--- src/rtl/sram_width_packer.sv ---
// Width-conversion engine: packs RATIO narrow input-RAM words into each wide
// output-RAM word under a start/busy/done handshake.
module sram_width_packer #(
    parameter int IN_W     = 8,
    parameter int RATIO    = 2,
    parameter int IN_DEPTH = 32,
    localparam int OUT_W     = IN_W * RATIO,
    localparam int OUT_DEPTH = IN_DEPTH / RATIO,
    localparam int IN_AW     = $clog2(IN_DEPTH),
    localparam int OUT_AW    = $clog2(OUT_DEPTH),
    localparam int LEN_W     = OUT_AW + 1
) (
    input  logic              clk,
    input  logic              rst,
    input  logic              ram_in_we,
    input  logic [IN_AW-1:0]  ram_in_addr_wr,
    input  logic [IN_W-1:0]   ram_in_data_wr,
    input  logic [OUT_AW-1:0] ram_out_addr_rd,
    output logic [OUT_W-1:0]  ram_out_data_rd,
    input  logic              start_in,
    input  logic [LEN_W-1:0]  len_in,
    input  logic              order_in,
    output logic              busy_out,
    output logic              done_out,
    output logic [LEN_W-1:0]  words_done_out
);

    localparam int LANE_W = $clog2(RATIO);
    localparam logic [LANE_W-1:0] LAST_LANE = LANE_W'(RATIO - 1);
    localparam logic [LEN_W-1:0]  MAX_LEN   = LEN_W'(OUT_DEPTH);

    typedef enum logic [1:0] {
        IDLE,
        GATHER,
        WRITE
    } state_t;

    state_t              state;
    logic [IN_AW-1:0]    rd_ptr;
    logic [OUT_AW-1:0]   wr_ptr;
    logic [LANE_W-1:0]   lane;
    logic [LANE_W-1:0]   lane_sel;
    logic [LEN_W-1:0]    len_q;
    logic [LEN_W-1:0]    len_clamped;
    logic                order_q;
    logic [OUT_W-1:0]    pack_q;
    logic [IN_W-1:0]     ram_in_rd;

    logic [IN_W-1:0]     ram_in  [IN_DEPTH];
    logic [OUT_W-1:0]    ram_out [OUT_DEPTH];

    // RAM arrays: synchronous write, asynchronous read, contents never reset
    always_ff @(posedge clk) begin
        if (ram_in_we)
            ram_in[ram_in_addr_wr] <= ram_in_data_wr;
    end

    always_ff @(posedge clk) begin
        if (state == WRITE)
            ram_out[wr_ptr] <= pack_q;
    end

    assign ram_in_rd       = ram_in[rd_ptr];
    assign ram_out_data_rd = ram_out[ram_out_addr_rd];

    always_comb begin
        len_clamped = (len_in > MAX_LEN) ? MAX_LEN : len_in;
        lane_sel    = order_q ? (LAST_LANE - lane) : lane;
    end

    always_ff @(posedge clk or posedge rst) begin
        if (rst) begin
            state          <= IDLE;
            busy_out       <= 1'b0;
            done_out       <= 1'b0;
            words_done_out <= '0;
            rd_ptr         <= '0;
            wr_ptr         <= '0;
            lane           <= '0;
            len_q          <= '0;
            order_q        <= 1'b0;
            pack_q         <= '0;
        end else begin
            case (state)
                IDLE: begin
                    if (start_in) begin
                        len_q          <= len_clamped;
                        order_q        <= order_in;
                        rd_ptr         <= '0;
                        wr_ptr         <= '0;
                        lane           <= '0;
                        words_done_out <= '0;
                        if (len_clamped == '0) begin
                            done_out <= 1'b1;
                        end else begin
                            done_out <= 1'b0;
                            busy_out <= 1'b1;
                            state    <= GATHER;
                        end
                    end
                end
                GATHER: begin
                    pack_q[lane_sel*IN_W +: IN_W] <= ram_in_rd;
                    rd_ptr <= rd_ptr + IN_AW'(1);
                    lane   <= lane + LANE_W'(1);
                    if (lane == LAST_LANE)
                        state <= WRITE;
                end
                WRITE: begin
                    wr_ptr         <= wr_ptr + OUT_AW'(1);
                    words_done_out <= words_done_out + LEN_W'(1);
                    lane           <= '0;
                    if (words_done_out + LEN_W'(1) == len_q) begin
                        state    <= IDLE;
                        busy_out <= 1'b0;
                        done_out <= 1'b1;
                    end else begin
                        state <= GATHER;
                    end
                end
                default: begin
                    state    <= IDLE;
                    busy_out <= 1'b0;
                end
            endcase
        end
    end

endmodule

--- config.mk ---
export PLATFORM = sky130hd
export DESIGN_NAME = sram_width_packer
export DESIGN_NICKNAME = d
export VERILOG_FILES = /design/src/rtl/sram_width_packer.sv
export SDC_FILE = /design/constraint.sdc
export NUM_CORES = 1
export LEC_CHECK = 0
export ABC_AREA = 1
export ABC_CLOCK_PERIOD_IN_PS = 6500
export CORE_MARGIN = 2
export CORE_UTILIZATION = 66
export DETAILED_ROUTE_END_ITERATION = 7
export GPL_ROUTABILITY_DRIVEN = 0
export PLACE_DENSITY_LB_ADDON = 0.05
export SKIP_CTS_REPAIR_TIMING = 1
export SYNTH_ARGS = -nofsm -noshare
export SYNTH_HDL_FRONTEND = slang
export SYNTH_SLANG_ARGS = --single-unit
--- constraint.sdc ---
create_clock -name clk -period 6.5 [get_ports clk]
set_clock_uncertainty 0.15 [all_clocks]
set_input_delay 0.65 -clock clk [delete_from_list [all_inputs] [get_ports clk]]
set_output_delay 0.65 -clock clk [all_outputs]
set_load 0.02 [all_outputs]
# Word level (Yosys, flattened, before mapping)
# Memory sizes are Yosys's and may differ from the RTL's.
# Index checks and enable logic that the tools add are counted.
# Widths: inputs -> output; s select.
word_totals:
  mem_bits_ro: 0
  ff_bits: 41
  word_cells: 68
  latchBits: 0
  ramBits: 512
  out_inout_bits: 23
  mem_count: 2
op_classes:
  addsub: 6
  multipliers: 0
  n_shift: 2
  n_eq_ne: 7
  magnitude_cmp: 1
  reduce_logical: 12
  div_mod_pow: 0
  n_bitwise: 1
  n_mux: 27
mem_list:
  columns: ["name", "depth", "width", "read_ports", "rd_clocked_by_memory_dff", "wr", "line_no", "rtl"]
  rows:
  - ["ram_in", 32, 8, 1, 0, 1, "49", "logic [IN_W-1:0] ram_in [IN_DEPTH];"]
  - ["ram_out", 16, 16, 1, 0, 1, "50", "logic [OUT_W-1:0] ram_out [OUT_DEPTH];"]
ops:
  columns: ["cell", "count"]
  rows:
  - ["$neg 4->34", 1]
  - ["$shift 8x34->16 const A", 1]
  - ["$shiftx 8x34->16", 1]
  - ["$pmux 5 s2", 2]
  - ["$bwmux 16", 1]
  - ["$mux 1", 13]
  - ["$add 5x1->5 const B", 2]
  - ["$mux 5", 2]
  - ["$pmux 4 s2", 1]
  - ["$reduce_and 2->1", 4]
  - ["$mux 2", 3]
  - ["$ne 2x2->1 const B", 3]
  - ["$pmux 1 s3", 2]
  - ["$pmux 2 s3", 1]
  - ["$reduce_and 3->1", 2]
  - ["$eq 5x5->1", 1]
  - ["$gt 5x5->1 const B", 1]
  - ["$logic_not 5->1", 1]
  - ["$add 4x1->4 const B", 1]
  - ["$mux 4", 1]
  - ["$reduce_and 4->1", 1]
  - ["$reduce_bool 2->1", 2]
  - ["$reduce_bool 3->1", 1]
  - ["$eq 2x1->1 const B", 1]
  - ["other kinds (7)", 7]

# Longest topological paths before layout
# Gate-level depths: netlist of the first run.
logic_depth:
  depth_word: 6
  ltp_mapped: 12
  ltp_nobuf: 12

# Worst setup path after synthesis of the first run
# Ideal clock, no wire load.
synth_path:
  path_kind: "input -> output"
  from: "in ram_out_addr_rd[0]"
  to: "out ram_out_data_rd[0]"
  path_buffers: 3
  t_required_ns: 5.700
  t_arrival_ns: 1.646
  slack_ns: 4.054
  cell_stages: 8
  path_cell_list: "buf_4 -> buf_6 -> buf_2 -> a21oi_1 -> o21ai_0 -> o211ai_1 -> o211ai_1 -> nand2_1"
synth_between:
  elab_chain_len: 1
synth_rtl:
  columns: ["element", "line_no", "rtl"]
  rows:
  - ["from (decl)", "18", "input logic [OUT_AW-1:0] ram_out_addr_rd,"]
  - ["$mem_v2 16x16", null, null]
  - ["to (decl)", "19", "output logic [OUT_W-1:0] ram_out_data_rd,"]
# Every way passes these cells.

# Final worst setup path of the first run
layout_path:
  from: "in ram_out_addr_rd[1]"
  to: "out ram_out_data_rd[0]"
# Same word-level chain as after synthesis.

==> flow_summary.toml, run 1 <==
[setup_path]
crit_required_ns = 5.70
path_buf_inv = 4
path_common_cell = "o211ai_1"
critPathTopFamily = "buffers and inverters"
path_max_fanout = 65
end_kind = "primary output"
critPathArrivalTime_ns = 3.38
cp_cell_sequence = "buf_2 > buf_4 > inv_2 > o211ai_1 > o211ai_1 > nand2_1 > clkdlybuf4s50_1"
slowest_delay_ns = 0.66
start_kind = "input port"
regToRegSetupSlack_ns = 3.00
critPathKind = "in2out"
cpMaxStageDelayCell = "inv_2"

[logic_synthesis]
synth_top_area_frac = 0.6854
yosysSeqAreaShare = 0.7311
yosys_warnings = 0
netlist_instances = 1767
ys_types = 28
yosys.area_share.simple = 0.1161
avgSynthCellArea_um2 = 12.70
synth_area_leaders = "edfxtp_1 (69%), nand2_1 (6.6%), dfrtp_1 (4.6%)"
synthMuxAreaShare = 0.02856
ys_ff_latch = 553
synth_xor_area_frac = 0.0007809
synthAdderAreaFrac = 0.003347
synth_top_area_cell = "edfxtp_1"
synth_nets = 1800
synth_compound_area_frac = 0.08227
syn-cell-area_mm2 = 0.02243
synth_top_family_by_area = "simple AND/OR/NAND/NOR gates"

[global_route]
met2_usage = 0.4745
grt_pass1_wl_um = 74310
grt_pass1_vias = 13320
use_met1 = 0.3632
antenna_found_initial = 0
grt_max_degree = 112
gr-max-usage-layer = "met2"
grtUsageMet3 = 0.03613
track_usage = 0.2744
globalRouteOverflowTotal = 0

[final_layout]
fin_area_mm2 = 0.02478
diodes = 0
nets = 1836
final_common_cell = "edfxtp_1"
fillers = 2241
synthToLayoutAreaGrowth_pct = 10.47
multi_input_area_mm2 = 0.005224
seqCellArea_mm2 = 0.01640
final_cell_mix = "edfxtp_1 (512), nand2_1 (395), nand3_1 (147), a21oi_1 (114), inv_1 (97)"
drive_gt1_frac = 0.06417
utilization = 0.7390

[sta]
finalCritPeriodShare = 0.6426
final.setup.tns_ns = 0
tightest_slew_ns = 1.258
whs_ns = 0.3186
setup_violations = 0
relSlewSlack = 0.1607
fmax_mhz = 239.4
hold_viol_final = 0
maxSlewViolCount = 0
rsz0062_at_grt = "no"
layout_min_cycle_time_ns = 4.177

[routing]
drc_errors = 0
first_iter_violations = 1427
wl_um = 48050
drt_first_pass_iters = 5
antenna_left = 0
vias = 13660
avgRoutedWirePerCell_um = 21.01
via_per_inst = 5.972

[power]
peakVddDrop_uv = 267.3
power.total_uw = 9118
power_leakage_uw = 0.008963
swShare = 0.3051
p_seq_frac = 0.504
p_per_area_mw_per_mm2 = 367.9
p_int_uw = 6336
pwr-share-comb = 0.195
p_clk_frac = 0.301
switchingPower_uw = 2782

[placed_design]
placedInstanceArea_mm2 = 0.02326
hpwl_um = 27520
io_buffers = 49

[clock_network]
cts.sinks = 553
htreeDepth = 2
root_buffer = "clkbuf_16"
numCtsBuffers = 52
path_clk_slew_ns = 0.06
cts_tree = "done"
cts_buffer_depth = 3
clkLatencyLatePin_ns = 0.57

[floorplanning]
core_mm2 = 0.03353
start_util = 0.6690
die_x_um = 188.4
io_pins = 50
row_count = 67
die_h_um = 188.4
die_area_mm2 = 0.03548

[job]
maxCapViolCount = 0

[outcome]
status = "finished clean"

[hold_path]
holdCritPathClass = "reg2reg"
[registers in the layout, summed over array words and instances (netlist names)]
signal	count
busy_out	1
done_out	1
lane	1
len_q	5
order_q	1
pack_q	16
ram_in	256
ram_out	256
rd_ptr	5
state	2
words_done_out	5
wr_ptr	4
[power groups by stage]
stage | logic [uW] | clock network (uW) | registers (uW)
finish | 1780 | 2750 | 4590
global route | 1980 | 2920 | 4630
CTS | 1780 | 2770 | 4590
detailed placement | 1760 | 0 | 4660
global placement | 1720 | 0 | 4640
floorplan | 1260 | 0 | 4510
[cell usage after synthesis, drive strengths merged]
| library cell | instances |
|---|---|
| a21boi | 18 |
| a21oi | 114 |
| buf | 63 |
| clkbuf | 29 |
| clkinv | 3 |
| dfrtp | 41 |
| edfxtp | 512 |
| ha | 6 |
| inv | 105 |
| mux2i | 64 |
| nand2 | 395 |
| nand3 | 147 |
| nand3b | 16 |
| nand4 | 3 |
| nor2 | 64 |
| o211ai | 80 |
| o21ai | 97 |
| o22ai | 6 |
| o31ai | 1 |
| o32ai | 1 |
| xnor2 | 1 |
| xor2 | 1 |
[logic make-up (layout without fill, tap and decap cells)]
logic type	after synthesis	in the layout
compound gates	317	317
xor+xnor	2	2
fa+ha+maj	6	6
buf+inv	200	272
flops	553	553
mux	64	64
simple gates	625	625
[area by class of cell]
cell class,instances,area share
clock inverter,19,0.004544
clock buffer,71,0.05665
multi-input combinational,1014,0.2108
sequential,553,0.6620
timing repair buffer,74,0.02701
inverter,108,0.01641
tap,448,0.02262
[routing by layer]
layer | wire, um | up-vias | share of wire
met2 | 24580 | 502 | 0.51
met1 | 18820 | 6655 | 0.39
met5 | 0 | - | 0
met4 | 1447 | 0 | 0.030
met3 | 3203 | 104 | 0.067
li1 | - | 6396 | -
[final timing paths]
kind	cells after the start	start	to
worst min-delay path	2	busy_out	busy_out
min in group asynchronous	3	rst	len_q[1]
worst min register to register	2	busy_out	busy_out
worst max-delay path	7	ram_out_addr_rd[1]	ram_out_data_rd[0]
worst max register to register	10	rd_ptr[0]	pack_q[11]
max in group asynchronous	3	rst	rd_ptr[0]
[stage by stage]
step                      instances  setup WS, ns
after floorplan                1767         4.054
after global placement         2197         2.494
after detailed placement       2197         2.345
after CTS                      2287         2.339
after global routing           2287         2.152
final                          2287         2.323
[tightest hold or removal path, stage by stage, from the launching register on]
cell and delay [ns]:
dfrtp_1 0.34, nand2_1 0.05, nand2_1 0.05
(Power assumes the default switching activity.)
==> run 2: changes to the inputs <==
--- a/config.mk
+++ b/config.mk
@@ -6,9 +6,9 @@
 export NUM_CORES = 1
 export LEC_CHECK = 0
 export ABC_AREA = 1
-export ABC_CLOCK_PERIOD_IN_PS = 6500
+export ABC_CLOCK_PERIOD_IN_PS = 4019
 export CORE_MARGIN = 2
-export CORE_UTILIZATION = 66
+export CORE_UTILIZATION = 62
 export DETAILED_ROUTE_END_ITERATION = 7
 export GPL_ROUTABILITY_DRIVEN = 0
 export PLACE_DENSITY_LB_ADDON = 0.05
==> constraint.sdc (replaced) <==
create_clock -name clk -period 4.02 [get_ports clk]
set_clock_uncertainty 0.15 [all_clocks]
set_input_delay 0.402 -clock clk [delete_from_list [all_inputs] [get_ports clk]]
set_output_delay 0.402 -clock clk [all_outputs]
set_load 0.02 [all_outputs]
==> run 2 against run 1 <==
Effect of this change:
- critical path depth grew 1
- final cell count is 1.5% higher
- combinational power is 67% higher
- worst setup slack got worse by 1.3 ns
- sequential cell count is the same
- clock power grew 73%
==> flow_summary.toml, run 2 (synthesis gave the netlist of run 1 again) <==
[sta]
final.setup.tns_ns = 0
maxSlewViolCount = 0
fmax_mhz = 335.3
setup_violations = 0
rsz0062_at_grt = "no"
layout_min_cycle_time_ns = 2.982
hold_viol_final = 0
tightest_slew_ns = 0.9190
relSlewSlack = 0.3867
finalCritPeriodShare = 0.7418

[floorplanning]
die_x_um = 194.2
start_util = 0.6307
core_mm2 = 0.03557
io_pins = 50
die_h_um = 194.2
die_area_mm2 = 0.03772
row_count = 69

[final_layout]
biggestRegsByFlops = "ram_in (256), ram_out (256), pack_q (16)"
final_cell_mix = "edfxtp_1 (512), nand2_1 (395), nand3_1 (147), a21oi_1 (114), inv_1 (97)"
diodes = 0
utilization = 0.7062
fillers = 2450
nets = 1850
fin_area_mm2 = 0.02512
final_common_cell = "edfxtp_1"
drive_gt1_frac = 0.07630
synthToLayoutAreaGrowth_pct = 11.97

[setup_path]
end_kind = "primary output"
cp_cell_sequence = "buf_6 > buf_4 > a21oi_1 > o21ai_0 > o21ai_0 > o211ai_1 > nand2_1 > clkdlybuf4s50_1"
reg2reg_depth = 7
start_kind = "input port"
critPathArrivalTime_ns = 2.43
path_common_cell = "o21ai_0"
critPathKind = "in2out"
cpMaxStageDelayCell = "clkdlybuf4s50_1"
slowest_delay_ns = 0.56
regToRegSetupSlack_ns = 1.11
crit_required_ns = 3.47
path_max_fanout = 40

[power]
peakVddDrop_uv = 432.6
power_leakage_uw = 0.009150
p_per_area_mw_per_mm2 = 602.4

[routing]
avgRoutedWirePerCell_um = 21.09
drt_first_pass_iters = 6
wl_um = 48980
drc_errors = 0
vias = 13620
first_iter_violations = 1206
via_per_inst = 5.867
antenna_left = 0

[clock_network]
htreeDepth = 2
cts_buffer_depth = 3
cts.sinks = 553
cts_tree = "done"
root_buffer = "clkbuf_16"
clkLatencyLatePin_ns = 0.59
path_clk_slew_ns = 0.06
numCtsBuffers = 53

[placed_design]
hpwl_um = 28090
placedInstanceArea_mm2 = 0.02345
io_buffers = 49

[global_route]
antenna_found_initial = 0
track_usage = 0.2654
globalRouteOverflowTotal = 0
grt_pass1_vias = 13400
grt_pass1_wl_um = 76710
grt_max_degree = 131

[outcome]
status = "finished clean"

[job]
maxCapViolCount = 0

[hold_path]
holdCritPathClass = "in2async"
[run 2: changes by cell type in the layout (fill, tap and decap cells not counted), moves of 2 or more]
| cell | previous run | this run |
|---|---|---|
| clkinv_2 | 7 | 11 |
| clkinv_1 | 14 | 10 |
| clkinvlp_4 | 2 | 0 |
| clkbuf_8 | 1 | 5 |
| buf_12 | 0 | 6 |
| clkbuf_16 | 53 | 55 |
| buf_4 | 25 | 32 |
[run 2: through the flow]
| stage | cells | hold WS [ns] | worst slack, ns | total power [uW] |
|---|---|---|---|---|
| final | 2322 | 0.1739 | 1.038 | 15130 |
| after global routing | 2322 | 0.2100 | 0.8731 | 15820 |
| after CTS | 2322 | 0.1845 | 1.060 | 15180 |
| after detailed placement | 2223 | 0.3189 | 1.074 | 10450 |
| after global placement | 2223 | 0.3080 | 1.120 | 10360 |
| after floorplan | 1767 | 0.3195 | 1.945 | 9336 |
[run 2: final timing paths]
check	start	to
setup reg to reg	rd_ptr[3]	pack_q[1]
hold / removal	rst	words_done_out[1]
max in group asynchronous	rst	rd_ptr[0]
min in group clk	order_in	order_q
hold reg to reg	busy_out	busy_out
setup / recovery	ram_out_addr_rd[0]	ram_out_data_rd[3]
[run 2: worst max-delay path: cells and delay by family]
family,cells,cell delay (ns)
buffers and inverters,3,1.31
and+or+nand+nor,1,0.14
AOI/OAI and AO/OA,4,0.54
[run 2: layer usage]
| metal | track usage | up-vias | wire (um) |
|---|---|---|---|
| met1 | 0.3495 | 6644 | 19460 |
| met3 | 0.03966 | 101 | 2790 |
| met2 | 0.4562 | 435 | 25240 |
| met4 | 0.09063 | 0 | 1495 |
| met5 | 0 | - | 0 |
| li1 | - | 6444 | - |
[run 2: final cells by class]
type	count	area (um^2)	share of cell area
multi-input cells	1014	5221	0.2079
repair buffers	87	842.1	0.03352
clock buffers	78	1513	0.06022
flip-flops and latches	553	16400	0.6531
inverters	108	406.6	0.01619
well taps	461	576.8	0.02296
clock inverters	21	153.9	0.006127
[run 2: power breakdown]
group / switching (uW) / leakage, uW / internal (uW)
Sequential: 477 / 0.00516 / 6900
Combinational: 2080 / 0.00317 / 902
Clock: 2040 / 0.000822 / 2730
Total: 4600 / 0.00915 / 10500
